[src/rtl/fetch_pkg.sv]
// -----------------------------------------------------------------------------
// fetch_pkg
//   Shared definitions for the instruction prefetch queue:
//   - fq_state_e   : prefetch FSM encoding (IDLE / FETCH / DRAIN)
//   - RESET_PC_DEF : default first fetch address after reset
//   - INST_W       : instruction word width
//   - PC_STEP      : distance between sequential instruction words
//   - fq_entry_t   : one queue entry {pc, inst}
//   - pc_advance() : next sequential PC (wraps modulo 2^32)
// -----------------------------------------------------------------------------
package fetch_pkg;

  localparam int          INST_W       = 32;
  localparam int          ENTRY_W      = 32 + INST_W;
  localparam logic [31:0] RESET_PC_DEF = 32'h0040_0000;
  localparam logic [31:0] PC_STEP      = 32'd4;

  typedef enum logic [1:0] {
    ST_IDLE  = 2'd0,
    ST_FETCH = 2'd1,
    ST_DRAIN = 2'd2
  } fq_state_e;

  typedef struct packed {
    logic [31:0]       pc;
    logic [INST_W-1:0] inst;
  } fq_entry_t;

  function automatic logic [31:0] pc_advance(input logic [31:0] pc);
    return pc + PC_STEP;
  endfunction

endpackage

[src/rtl/fq_fifo.sv]
// -----------------------------------------------------------------------------
// fq_fifo
//   DEPTH-entry ring buffer holding {pc, inst} words for the prefetch queue.
//   Pointers wrap modulo DEPTH; 'clear' empties the queue in one cycle and
//   has priority over push/pop.
// Ports
//   clk    in   clock, rising edge
//   rst    in   asynchronous active-low reset
//   push   in   write wdata at the tail
//   pop    in   drop the head entry
//   clear  in   flush all entries
//   wdata  in   entry to write
//   rdata  out  head entry (meaningful when count != 0)
//   count  out  number of valid entries (0..DEPTH)
// -----------------------------------------------------------------------------
module fq_fifo
  import fetch_pkg::*;
#(
  parameter int DEPTH = 4,
  localparam int AW   = $clog2(DEPTH),
  localparam int CW   = AW + 1
) (
  input  logic               clk,
  input  logic               rst,
  input  logic               push,
  input  logic               pop,
  input  logic               clear,
  input  logic [ENTRY_W-1:0] wdata,
  output logic [ENTRY_W-1:0] rdata,
  output logic [CW-1:0]      count
);

  logic [ENTRY_W-1:0] mem_r [DEPTH];
  logic [AW-1:0]      wr_ptr_r;
  logic [AW-1:0]      rd_ptr_r;
  logic [CW-1:0]      count_r;

  // Pointer and occupancy bookkeeping
  always_ff @(posedge clk or negedge rst) begin
    if (!rst) begin
      wr_ptr_r <= {AW{1'b0}};
      rd_ptr_r <= {AW{1'b0}};
      count_r  <= {CW{1'b0}};
    end else if (clear) begin
      wr_ptr_r <= {AW{1'b0}};
      rd_ptr_r <= {AW{1'b0}};
      count_r  <= {CW{1'b0}};
    end else begin
      if (push) begin
        wr_ptr_r <= wr_ptr_r + {{(AW-1){1'b0}}, 1'b1};
      end
      if (pop) begin
        rd_ptr_r <= rd_ptr_r + {{(AW-1){1'b0}}, 1'b1};
      end
      case ({push, pop})
        2'b10:   count_r <= count_r + {{(CW-1){1'b0}}, 1'b1};
        2'b01:   count_r <= count_r - {{(CW-1){1'b0}}, 1'b1};
        default: count_r <= count_r;
      endcase
    end
  end

  // Entry storage; contents need no reset because count gates their use
  always_ff @(posedge clk) begin
    if (push && !clear) begin
      mem_r[wr_ptr_r] <= wdata;
    end
  end

  assign rdata = mem_r[rd_ptr_r];
  assign count = count_r;

endmodule

[src/rtl/pipe_fetch_queue_chk.sv]
// -----------------------------------------------------------------------------
// pipe_fetch_queue_chk
//   Protocol checker bound inside pipe_fetch_queue.
//   - the queue is never written while full
//   - in-flight requests plus buffered words never exceed DEPTH
// Ports
//   clk, rst     clock and asynchronous active-low reset
//   push         queue write strobe
//   count        queue occupancy
//   outstanding  requests issued and not yet answered
// -----------------------------------------------------------------------------
module pipe_fetch_queue_chk #(
  parameter int DEPTH = 4,
  localparam int CW   = $clog2(DEPTH) + 1
) (
  input logic          clk,
  input logic          rst,
  input logic          push,
  input logic [CW-1:0] count,
  input logic [CW-1:0] outstanding
);

  a_no_overflow: assert property (@(posedge clk) disable iff (!rst)
    !(push && (count == CW'(DEPTH))));

  a_credit_bound: assert property (@(posedge clk) disable iff (!rst)
    (({1'b0, outstanding} + {1'b0, count}) <= (CW+1)'(DEPTH)));

endmodule

[src/rtl/pipe_fetch_queue.sv]
// -----------------------------------------------------------------------------
// pipe_fetch_queue
//   Instruction prefetch queue between a variable-latency IMEM and IF/ID.
//   Issues in-order word fetches from its own fetch PC while the sum of
//   in-flight requests and buffered words stays below DEPTH, buffers the
//   returned words with their PCs and hands them to IF over valid/ready.
//   A redirect flushes the queue, retargets both PC counters and drops the
//   responses of every request still in flight (DRAIN state).
//
//   Optional build macro FQ_BYPASS_EN: when the queue is empty, a fresh
//   response is presented to IF in the same cycle and, if IF takes it, is
//   never written into the queue.
//
// Ports
//   clk, rst                      clock; asynchronous active-low reset
//   imem_req_valid/ready/addr     fetch request channel
//   imem_rsp_valid/data           in-order response, cannot be stalled
//   redirect, redirect_pc         taken control transfer from ID (pulse)
//   if_valid, if_ready            head handshake with IF
//   if_inst, if_pc, if_pc4        head instruction, its PC and PC+4
// -----------------------------------------------------------------------------
module pipe_fetch_queue
  import fetch_pkg::*;
#(
  parameter int          DEPTH    = 4,
  parameter logic [31:0] RESET_PC = RESET_PC_DEF
) (
  input  logic              clk,
  input  logic              rst,
  output logic              imem_req_valid,
  input  logic              imem_req_ready,
  output logic [31:0]       imem_req_addr,
  input  logic              imem_rsp_valid,
  input  logic [INST_W-1:0] imem_rsp_data,
  input  logic              redirect,
  input  logic [31:0]       redirect_pc,
  output logic              if_valid,
  input  logic              if_ready,
  output logic [INST_W-1:0] if_inst,
  output logic [31:0]       if_pc,
  output logic [31:0]       if_pc4
);

  localparam int            CW      = $clog2(DEPTH) + 1;
  localparam logic [CW-1:0] DEPTH_C = CW'(DEPTH);
  localparam logic [CW-1:0] ZERO_C  = {CW{1'b0}};

  fq_state_e     state_r;
  logic [31:0]   fetch_pc_r;
  logic [31:0]   rsp_pc_r;
  logic [CW-1:0] outstanding_r;
  logic [CW-1:0] discard_r;

  logic [CW-1:0]      fifo_count_s;
  logic [ENTRY_W-1:0] fifo_rdata_s;
  fq_entry_t          head_s;
  fq_entry_t          wentry_s;

  logic          redir_s;
  logic          req_valid_s;
  logic          req_fire_s;
  logic          rsp_dec_s;
  logic          rsp_accept_s;
  logic          head_valid_s;
  logic          bypass_s;
  logic          push_s;
  logic          pop_s;
  logic [31:0]   sel_pc_s;
  logic [31:0]   sel_inst_s;
  logic [CW-1:0] outstanding_nxt_s;
  logic [CW-1:0] discard_nxt_s;
  logic [31:0]   fetch_pc_nxt_s;
  logic [31:0]   rsp_pc_nxt_s;

  // A redirect only takes effect once the FSM has left IDLE.
  assign redir_s = redirect & (state_r != ST_IDLE);

  // Credit rule: in-flight plus buffered never exceeds DEPTH, so every
  // response is guaranteed a queue slot.
  assign req_valid_s = (state_r == ST_FETCH) & ((outstanding_r + fifo_count_s) < DEPTH_C) & ~redirect;
  assign req_fire_s  = req_valid_s & imem_req_ready;

  // Any response retires one outstanding request; only FETCH-state
  // responses outside a redirect cycle carry useful data.
  assign rsp_dec_s    = imem_rsp_valid & (state_r != ST_IDLE) & (outstanding_r != ZERO_C);
  assign rsp_accept_s = rsp_dec_s & (state_r == ST_FETCH) & ~redir_s;

  assign head_valid_s = (fifo_count_s != ZERO_C) & ~redir_s;

`ifdef FQ_BYPASS_EN
  assign bypass_s = rsp_accept_s & (fifo_count_s == ZERO_C);
`else
  assign bypass_s = 1'b0;
`endif

  assign pop_s  = head_valid_s & if_ready;
  assign push_s = rsp_accept_s & ~(bypass_s & if_ready);

  assign wentry_s.pc   = rsp_pc_r;
  assign wentry_s.inst = imem_rsp_data;
  assign head_s        = fq_entry_t'(fifo_rdata_s);

  fq_fifo #(
    .DEPTH (DEPTH)
  ) u_fifo (
    .clk   (clk),
    .rst   (rst),
    .push  (push_s),
    .pop   (pop_s),
    .clear (redir_s),
    .wdata (wentry_s),
    .rdata (fifo_rdata_s),
    .count (fifo_count_s)
  );

  // Head selection: queued word first, otherwise the bypassed response
  always_comb begin
    sel_pc_s   = 32'h0000_0000;
    sel_inst_s = 32'h0000_0000;
    if (head_valid_s) begin
      sel_pc_s   = head_s.pc;
      sel_inst_s = head_s.inst;
    end else if (bypass_s) begin
      sel_pc_s   = rsp_pc_r;
      sel_inst_s = imem_rsp_data;
    end else begin
      sel_pc_s   = 32'h0000_0000;
      sel_inst_s = 32'h0000_0000;
    end
  end

  assign if_valid       = head_valid_s | bypass_s;
  assign if_pc          = sel_pc_s;
  assign if_inst        = sel_inst_s;
  assign if_pc4         = (head_valid_s | bypass_s) ? pc_advance(sel_pc_s) : 32'h0000_0000;
  assign imem_req_valid = req_valid_s;
  assign imem_req_addr  = fetch_pc_r;

  // Counter and PC next-state values
  always_comb begin
    outstanding_nxt_s = outstanding_r + {{(CW-1){1'b0}}, req_fire_s} - {{(CW-1){1'b0}}, rsp_dec_s};
    discard_nxt_s     = discard_r;
    fetch_pc_nxt_s    = fetch_pc_r;
    rsp_pc_nxt_s      = rsp_pc_r;

    // Everything still in flight after this cycle belongs to the old path.
    if (redir_s) begin
      discard_nxt_s = outstanding_r - {{(CW-1){1'b0}}, rsp_dec_s};
    end else if ((state_r == ST_DRAIN) && rsp_dec_s) begin
      discard_nxt_s = discard_r - {{(CW-1){1'b0}}, 1'b1};
    end else begin
      discard_nxt_s = discard_r;
    end

    if (redir_s) begin
      fetch_pc_nxt_s = redirect_pc;
    end else if (req_fire_s) begin
      fetch_pc_nxt_s = pc_advance(fetch_pc_r);
    end else begin
      fetch_pc_nxt_s = fetch_pc_r;
    end

    // rsp_pc tracks the PC of the next word that will be accepted.
    if (redir_s) begin
      rsp_pc_nxt_s = redirect_pc;
    end else if (rsp_accept_s) begin
      rsp_pc_nxt_s = pc_advance(rsp_pc_r);
    end else begin
      rsp_pc_nxt_s = rsp_pc_r;
    end
  end

  // Prefetch FSM and its counters
  always_ff @(posedge clk or negedge rst) begin
    if (!rst) begin
      state_r       <= ST_IDLE;
      fetch_pc_r    <= RESET_PC;
      rsp_pc_r      <= RESET_PC;
      outstanding_r <= ZERO_C;
      discard_r     <= ZERO_C;
    end else begin
      fetch_pc_r    <= fetch_pc_nxt_s;
      rsp_pc_r      <= rsp_pc_nxt_s;
      outstanding_r <= outstanding_nxt_s;
      discard_r     <= discard_nxt_s;
      case (state_r)
        ST_IDLE: begin
          state_r <= ST_FETCH;
        end
        ST_FETCH: begin
          if (redir_s && (discard_nxt_s != ZERO_C)) begin
            state_r <= ST_DRAIN;
          end else begin
            state_r <= ST_FETCH;
          end
        end
        ST_DRAIN: begin
          if (discard_nxt_s == ZERO_C) begin
            state_r <= ST_FETCH;
          end else begin
            state_r <= ST_DRAIN;
          end
        end
        default: begin
          state_r <= ST_IDLE;
        end
      endcase
    end
  end

  pipe_fetch_queue_chk #(
    .DEPTH (DEPTH)
  ) u_chk (
    .clk         (clk),
    .rst         (rst),
    .push        (push_s),
    .count       (fifo_count_s),
    .outstanding (outstanding_r)
  );

endmodule

[config.mk]
export PLATFORM = sky130hd
export DESIGN_NAME = pipe_fetch_queue
export DESIGN_NICKNAME = d
export VERILOG_FILES = /design/src/rtl/fetch_pkg.sv /design/src/rtl/fq_fifo.sv /design/src/rtl/pipe_fetch_queue_chk.sv /design/src/rtl/pipe_fetch_queue.sv
export SDC_FILE = /design/constraint.sdc
export NUM_CORES = 1
export LEC_CHECK = 0
export CAP_MARGIN = 20
export CORE_MARGIN = 8
export CORE_UTILIZATION = 32
export CTS_BUF_LIST = sky130_fd_sc_hd__clkbuf_4
export DETAILED_ROUTE_END_ITERATION = 8
export SYNTH_ARGS = -nofsm -noshare
export SYNTH_HDL_FRONTEND = slang
export SYNTH_SLANG_ARGS = --single-unit
export TNS_END_PERCENT = 20
[constraint.sdc]
create_clock -name clk -period 8.1 [get_ports clk]
set_clock_uncertainty 0.2 [all_clocks]
set_input_delay 0.81 -clock clk [delete_from_list [all_inputs] [get_ports clk]]
set_output_delay 0.81 -clock clk [all_outputs]
set_load 0.01 [all_outputs]
==> impl_metrics.json, run 1 <==
{
  "run_status": "finished, final reports clean",
  "regToRegSetupSlack_ns": 4.57,
  "fmax_mhz": 169,
  "grt_setup_unrepaired": "false",
  "synth_warnings": 0,
  "clk_pin_slew_worst_paths_ns": 0.06,
  "fin_util_pct": 40.7,
  "drv_cap": 0,
  "fillers": 4312,
  "maxSlewHeadroom_pct": 31.3,
  "clock_latency_ns": 0.76,
  "gp_congestion": 0.822,
  "worst_ep_required_time_ns": 7.09,
  "layout.nets": 1336,
  "cts_made_buffers": 91,
  "start_util_pct": 32.5,
  "die_h_um": 231,
  "grt_max_degree": 76,
  "dpl.hpwl_mm": 26.3,
  "synth-async-reset-ratio_pct": 23.1,
  "post_cts.repair.setup_buffers": 0,
  "yosys.area.top_type": "edfxtp_1",
  "post_drt_via_cell_ratio": 4.95,
  "crit_arrival_ns": 4.90,
  "synth_ff_type": "edfxtp_1",
  "finalNonFillerCells": 1922,
  "synth_edf_count": 256,
  "finalPower_w": 0.00630,
  "power.static_leakage_nw": 6.41,
  "synthesis.nets": 1086,
  "die-area_um2": 53300,
  "yosysUniqueCellTypes": 59,
  "hold_path.class": "input pin to async pin",
  "tightest_slew_ns": 1.03,
  "port_buffers": 199,
  "synth_area_leaders": "edfxtp_1, dfrtp_1, mux4_2, xnor2_1, and3_1",
  "syn-cell-area_um2": 14800,
  "grt_use_total_pct": 14.7,
  "drc": 0,
  "synth_top_area_share_pct": 52.1,
  "root_buffer": "clkbuf_4",
  "hold_viol_final": 0,
  "synth_seq_cells": 333,
  "cp-start-kind": "flip-flop",
  "num_vias": 9510,
  "p_per_area_nw_per_um2": 341,
  "placed_cells": 1758,
  "finalSetupViolations": 0,
  "fin_crit_sh_pct": 72.9,
  "finish.instance_area_um2": 18500,
  "die_w_um": 231,
  "drive_gt1_share_pct": 18.2,
  "grt_overflow_total": 0,
  "tns_ns": 0,
  "drt-total-wl_mm": 39.7,
  "drt_iter0_markers": 540,
  "syn_inst": 1003,
  "clock_sinks": 333,
  "cp_max_fo": 36,
  "layout_common_cells": "edfxtp_1, clkdlybuf4s50_1, clkbuf_4",
  "cts_tree": "built",
  "peakVddDrop_mv": 0.171,
  "drt-pass1-iter-count": 4,
  "finalCriticalPeriod_ns": 5.91,
  "layout_commonest_cell": "edfxtp_1",
  "wl_per_cell_um": 20.7,
  "dpl_cell_area_um2": 17300,
  "syn_area_per_cell_um2": 14.7,
  "yosysSeqAreaShare_pct": 65.1,
  "htreeDepth": 3,
  "grt_pass1_wl_mm": 60.8,
  "io_pins": 200,
  "clockBufferDepth": 3,
  "row_count": 78,
  "ant_nets": 0,
  "area_delta_synth_final_pct": 25.4,
  "grt_pass1_vias": 10000,
  "critical_path_class": "flip-flop to output pin",
  "antenna_found_initial": 1,
  "fp.coreArea_um2": 45500,
  "end_kind": "output pin",
  "slew_viol_final": 0
}
==> through the flow <==
step	worst slack (ns)	hold WS [ns]
after detailed placement	2.74	0.333
after floorplan	3.77	0.295
after global routing	1.75	0.153
after global placement	2.77	0.331
after CTS	1.94	0.137
final	2.19	0.221
==> state kept, by name (all words and copies together), names as in the netlist <==
register         cells
rsp_pc_r            31
outstanding_r        3
u_fifo.count         3
u_fifo.rd_ptr_r      2
imem_req_addr       31
discard_r            3
state_r              2
u_fifo.wr_ptr_r      2
u_fifo.mem_r       256
==> repair_timing <==
item                                   CTS  global route
gates resized for setup                  0             0
endpoints found under the hold margin    2             0
hold buffers                             1             0
==> path summary, 6_finish.rpt <==
kind	startpoint	to	cells after the start
worst max-delay path	u_fifo.rd_ptr_r[0]	if_pc4[29]	8
worst min-delay path	rst	rsp_pc_r[0]	2
worst max register to register	outstanding_r[1]	outstanding_r[2]	10
worst min register to register	imem_req_addr[1]	u_fifo.mem_r[1][33]	0
max in group asynchronous	rst	imem_req_addr[22]	4
min in group clk	imem_req_addr[1]	u_fifo.mem_r[1][33]	0
==> cells by family after synthesis <==
logic type	count (synthesis)	synth area share (%)
adder cells (fa/ha/maj)	13	1.20
AND/OR/NAND/NOR	324	11.9
AO/OA/AOI/OAI	91	3.44
XOR/XNOR	87	5.16
buffers and inverters	84	2.64
multiplexers	71	10.5
flip-flops	333	65.1
==> area by class of cell <==
class | instances | area, µm² | share of cell area [%]
clock inverters | 26 | 130 | 0.703
clock buffers | 135 | 1010 | 5.48
diodes | 1 | 2.50 | 0.0135
inverters | 27 | 101 | 0.548
well taps | 600 | 751 | 4.06
multi-input cells | 586 | 4760 | 25.7
repair buffers | 214 | 2120 | 11.5
flip-flops and latches | 333 | 9620 | 52.0
==> worst max-delay path: stages (launching register included) <==
cell	delay [ns]
dfrtp_4	0.87
buf_4	0.68
mux4_2	0.42
nand3_1	0.18
nor4_4	0.57
nand3_2	0.25
nor3_1	0.22
mux2_2	0.37
clkdlybuf4s50_1	0.56
==> per-layer routing <==
| metal | track usage (%) | routed length, µm | vias up |
|---|---|---|---|
| li1 | - | - | 4375 |
| met1 | 19.9 | 18000 | 4736 |
| met2 | 22.3 | 18100 | 334 |
| met3 | 4.17 | 2900 | 65 |
| met4 | 5.11 | 724 | 0 |
| met5 | 0 | 0 | - |
==> cell usage after synthesis, types with 10 or more instances <==
cell / instances
xor2_1: 31
dfrtp_1: 75
mux4_2: 58
nor2_1: 72
edfxtp_1: 256
inv_1: 26
clkbuf_1: 38
and3_1: 70
xnor2_1: 56
a21oi_1: 61
nor4_1: 10
o21ai_0: 15
nand2_1: 45
nor3_1: 32
ha_1: 11
nand3_1: 37
nand4_1: 21
==> power by group <==
| group | leakage, nW | internal (W) | switching, W | total [W] |
|---|---|---|---|---|
| Combinational | 2.55 | 0.00110 | 0.00113 | 0.00222 |
| Clock | 0.686 | 0.000790 | 0.000690 | 0.00148 |
| Sequential | 3.18 | 0.00218 | 0.000415 | 0.00260 |
| Total | 6.41 | 0.00407 | 0.00223 | 0.00630 |
(Power assumes the default switching activity.)
==> run 2: changes to the inputs <==
==> constraint.sdc (replaced) <==
create_clock -name clk -period 5.4 [get_ports clk]
set_clock_uncertainty 0.2 [all_clocks]
set_input_delay 0.54 -clock clk [delete_from_list [all_inputs] [get_ports clk]]
set_output_delay 0.54 -clock clk [all_outputs]
set_load 0.01 [all_outputs]
==> impl_metrics.json, run 2 (synthesis gave the netlist of run 1 again) <==
{
  "fillers": 4320,
  "fin_util_pct": 40.9,
  "grt_setup_unrepaired": "false",
  "cp_max_fo": 26,
  "grt_overflow_total": 0,
  "finalPower_w": 0.00939,
  "run_status": "finished, final reports clean",
  "drt-total-wl_mm": 39.5,
  "area_delta_synth_final_pct": 25.9,
  "clk_pin_slew_worst_paths_ns": 0.07,
  "clock_power_share_pct": 23.0,
  "hp-start": "redirect_pc[1]",
  "drt-pass1-iter-count": 5,
  "htreeDepth": 3,
  "peakVddDrop_mv": 0.263,
  "min_to": "imem_req_addr[1]",
  "power.static_leakage_nw": 6.43,
  "maxSlewHeadroom_pct": 36.6,
  "drive_gt1_share_pct": 18.3,
  "p_seq_share_pct": 40.7,
  "ant_nets": 0,
  "p_int_w": 0.00606,
  "drt_iter0_markers": 610,
  "largest_register_ffs": 256,
  "dpl.hpwl_mm": 26.5,
  "path_delay_family": "simple AND/OR/NAND/NOR gates",
  "finalSetupViolations": 0,
  "critical_path_class": "flip-flop to output pin",
  "root_buffer": "clkbuf_4",
  "r2r-end": "outstanding_r[2]",
  "rr_worst_depth": 10,
  "clock_sinks": 333,
  "grt_pass1_vias": 9890,
  "fmax_mhz": 200,
  "hold_viol_final": 0,
  "slowest_stage": "dfrtp_4",
  "finalCriticalPeriod_ns": 5.00,
  "antenna_found_initial": 3,
  "pwr-share-comb_pct": 36.4,
  "cp.buffers_inverters": 2,
  "switching_share_pct": 35.5,
  "grt_use_total_pct": 14.5,
  "slew_viol_final": 0,
  "drv_cap": 0,
  "worst_ep_required_time_ns": 4.66,
  "regMostFlops": "u_fifo.mem_r",
  "die_h_um": 231,
  "path_cells": "buf_6 -> mux4_1 -> nand3_1 -> nor4_4 -> nand3_2 -> nor3_1 -> mux2_2 -> clkdlybuf4s50_1",
  "regToRegSetupSlack_ns": 1.88,
  "layout_common_cells": "edfxtp_1, clkdlybuf4s50_1, clkbuf_4",
  "clock_latency_ns": 0.73,
  "cts_tree": "built",
  "drc": 0,
  "fin_crit_sh_pct": 92.6,
  "layout.nets": 1340,
  "fp.coreArea_um2": 45500,
  "grt_pass1_wl_mm": 59.8,
  "cp-start-kind": "flip-flop",
  "timing.rr.start": "outstanding_r[1]",
  "tns_ns": 0,
  "io_pins": 200,
  "clockBufferDepth": 3,
  "gp_congestion": 0.813,
  "wl_per_cell_um": 20.5,
  "hold_path.class": "input pin to flip-flop",
  "critPathMaxStageDelay_ns": 0.62,
  "p_sw_w": 0.00333,
  "start_util_pct": 32.5,
  "num_vias": 9509,
  "die_w_um": 231,
  "end_kind": "output pin",
  "post_drt_via_cell_ratio": 4.93,
  "tightest_slew_ns": 0.951,
  "row_count": 78,
  "layout_commonest_cell": "edfxtp_1",
  "grt_max_degree": 74,
  "port_buffers": 199,
  "crit_arrival_ns": 4.26,
  "die-area_um2": 53300,
  "worstHoldPathCells": 3,
  "cts_made_buffers": 89,
  "p_per_area_nw_per_um2": 505
}
-- run 2: cell count changes in the layout (fill, tap and decap cells not counted), moves of 2 or more --
cell      change
buf_12        +4
clkbuf_4      -4
clkinv_4      +2
inv_6         +2
inv_2         -2
-- run 2: worst max-delay path by stage --
stage	cells after the start	from	endpoint
global route	8	u_fifo.rd_ptr_r[0]	if_pc4[29]
floorplan	12	state_r[0]	if_pc4[22]
detailed placement	9	redirect	if_pc4[29]
global placement	9	redirect	if_pc4[29]
CTS	11	u_fifo.rd_ptr_r[0]	if_pc4[22]
finish	8	u_fifo.rd_ptr_r[0]	if_pc4[29]
-- run 2: layout make-up --
cell class,count,area [µm²],share of cell area (%)
Clock inverter,28,134,0.720
Timing Repair Buffer,220,2230,12.0
Tap cell,600,751,4.04
Antenna cell,2,5.00,0.0269
Sequential cell,333,9620,51.8
Inverter,27,101,0.545
Multi-Input combinational cell,586,4770,25.6
Clock buffer,131,983,5.29
-- run 2: tightest hold or removal path, stage by stage --
cell and delay (ns):
clkdlybuf4s50_1 0.41, nand2_1 0.07, nand2_1 0.05
-- run 2: layer usage --
layer	vias up	wire, µm	part of all wire, %	global-route usage, %
met1	4730	17900	45	19.8
met2	334	18200	46	22.2
li1	4387	-	-	-
met4	0	671	1.7	4.47
met5	-	0	0	0
met3	58	2690	6.8	4.13
-- run 2: what timing repair did --
action	in CTS	in global routing
endpoints found under the hold margin	14	0
setup buffers	0	3
hold buffers	2	0
gates resized for setup	2	0
setup endpoints to repair	5	7
-- run 2: power by group through the flow --
stage | registers (W) | clock network (W) | logic (W)
floorplan | 0.00369 | 0 | 0.00200
global placement | 0.00386 | 0 | 0.00340
detailed placement | 0.00388 | 0 | 0.00343
CTS | 0.00383 | 0.00227 | 0.00345
global route | 0.00389 | 0.00240 | 0.00373
finish | 0.00382 | 0.00216 | 0.00342
-- run 2: through the flow --
stage,hold slack [ns],setup WS (ns),instance area (µm²),instances
floorplan,0.0444,1.43,14800,1003
global placement,0.247,0.665,17400,1761
finish,0.148,0.401,18600,1927
global route,0.0710,0.0349,18600,1927
detailed placement,0.247,0.641,17400,1761
CTS,0.0686,-0.0122,18500,1922
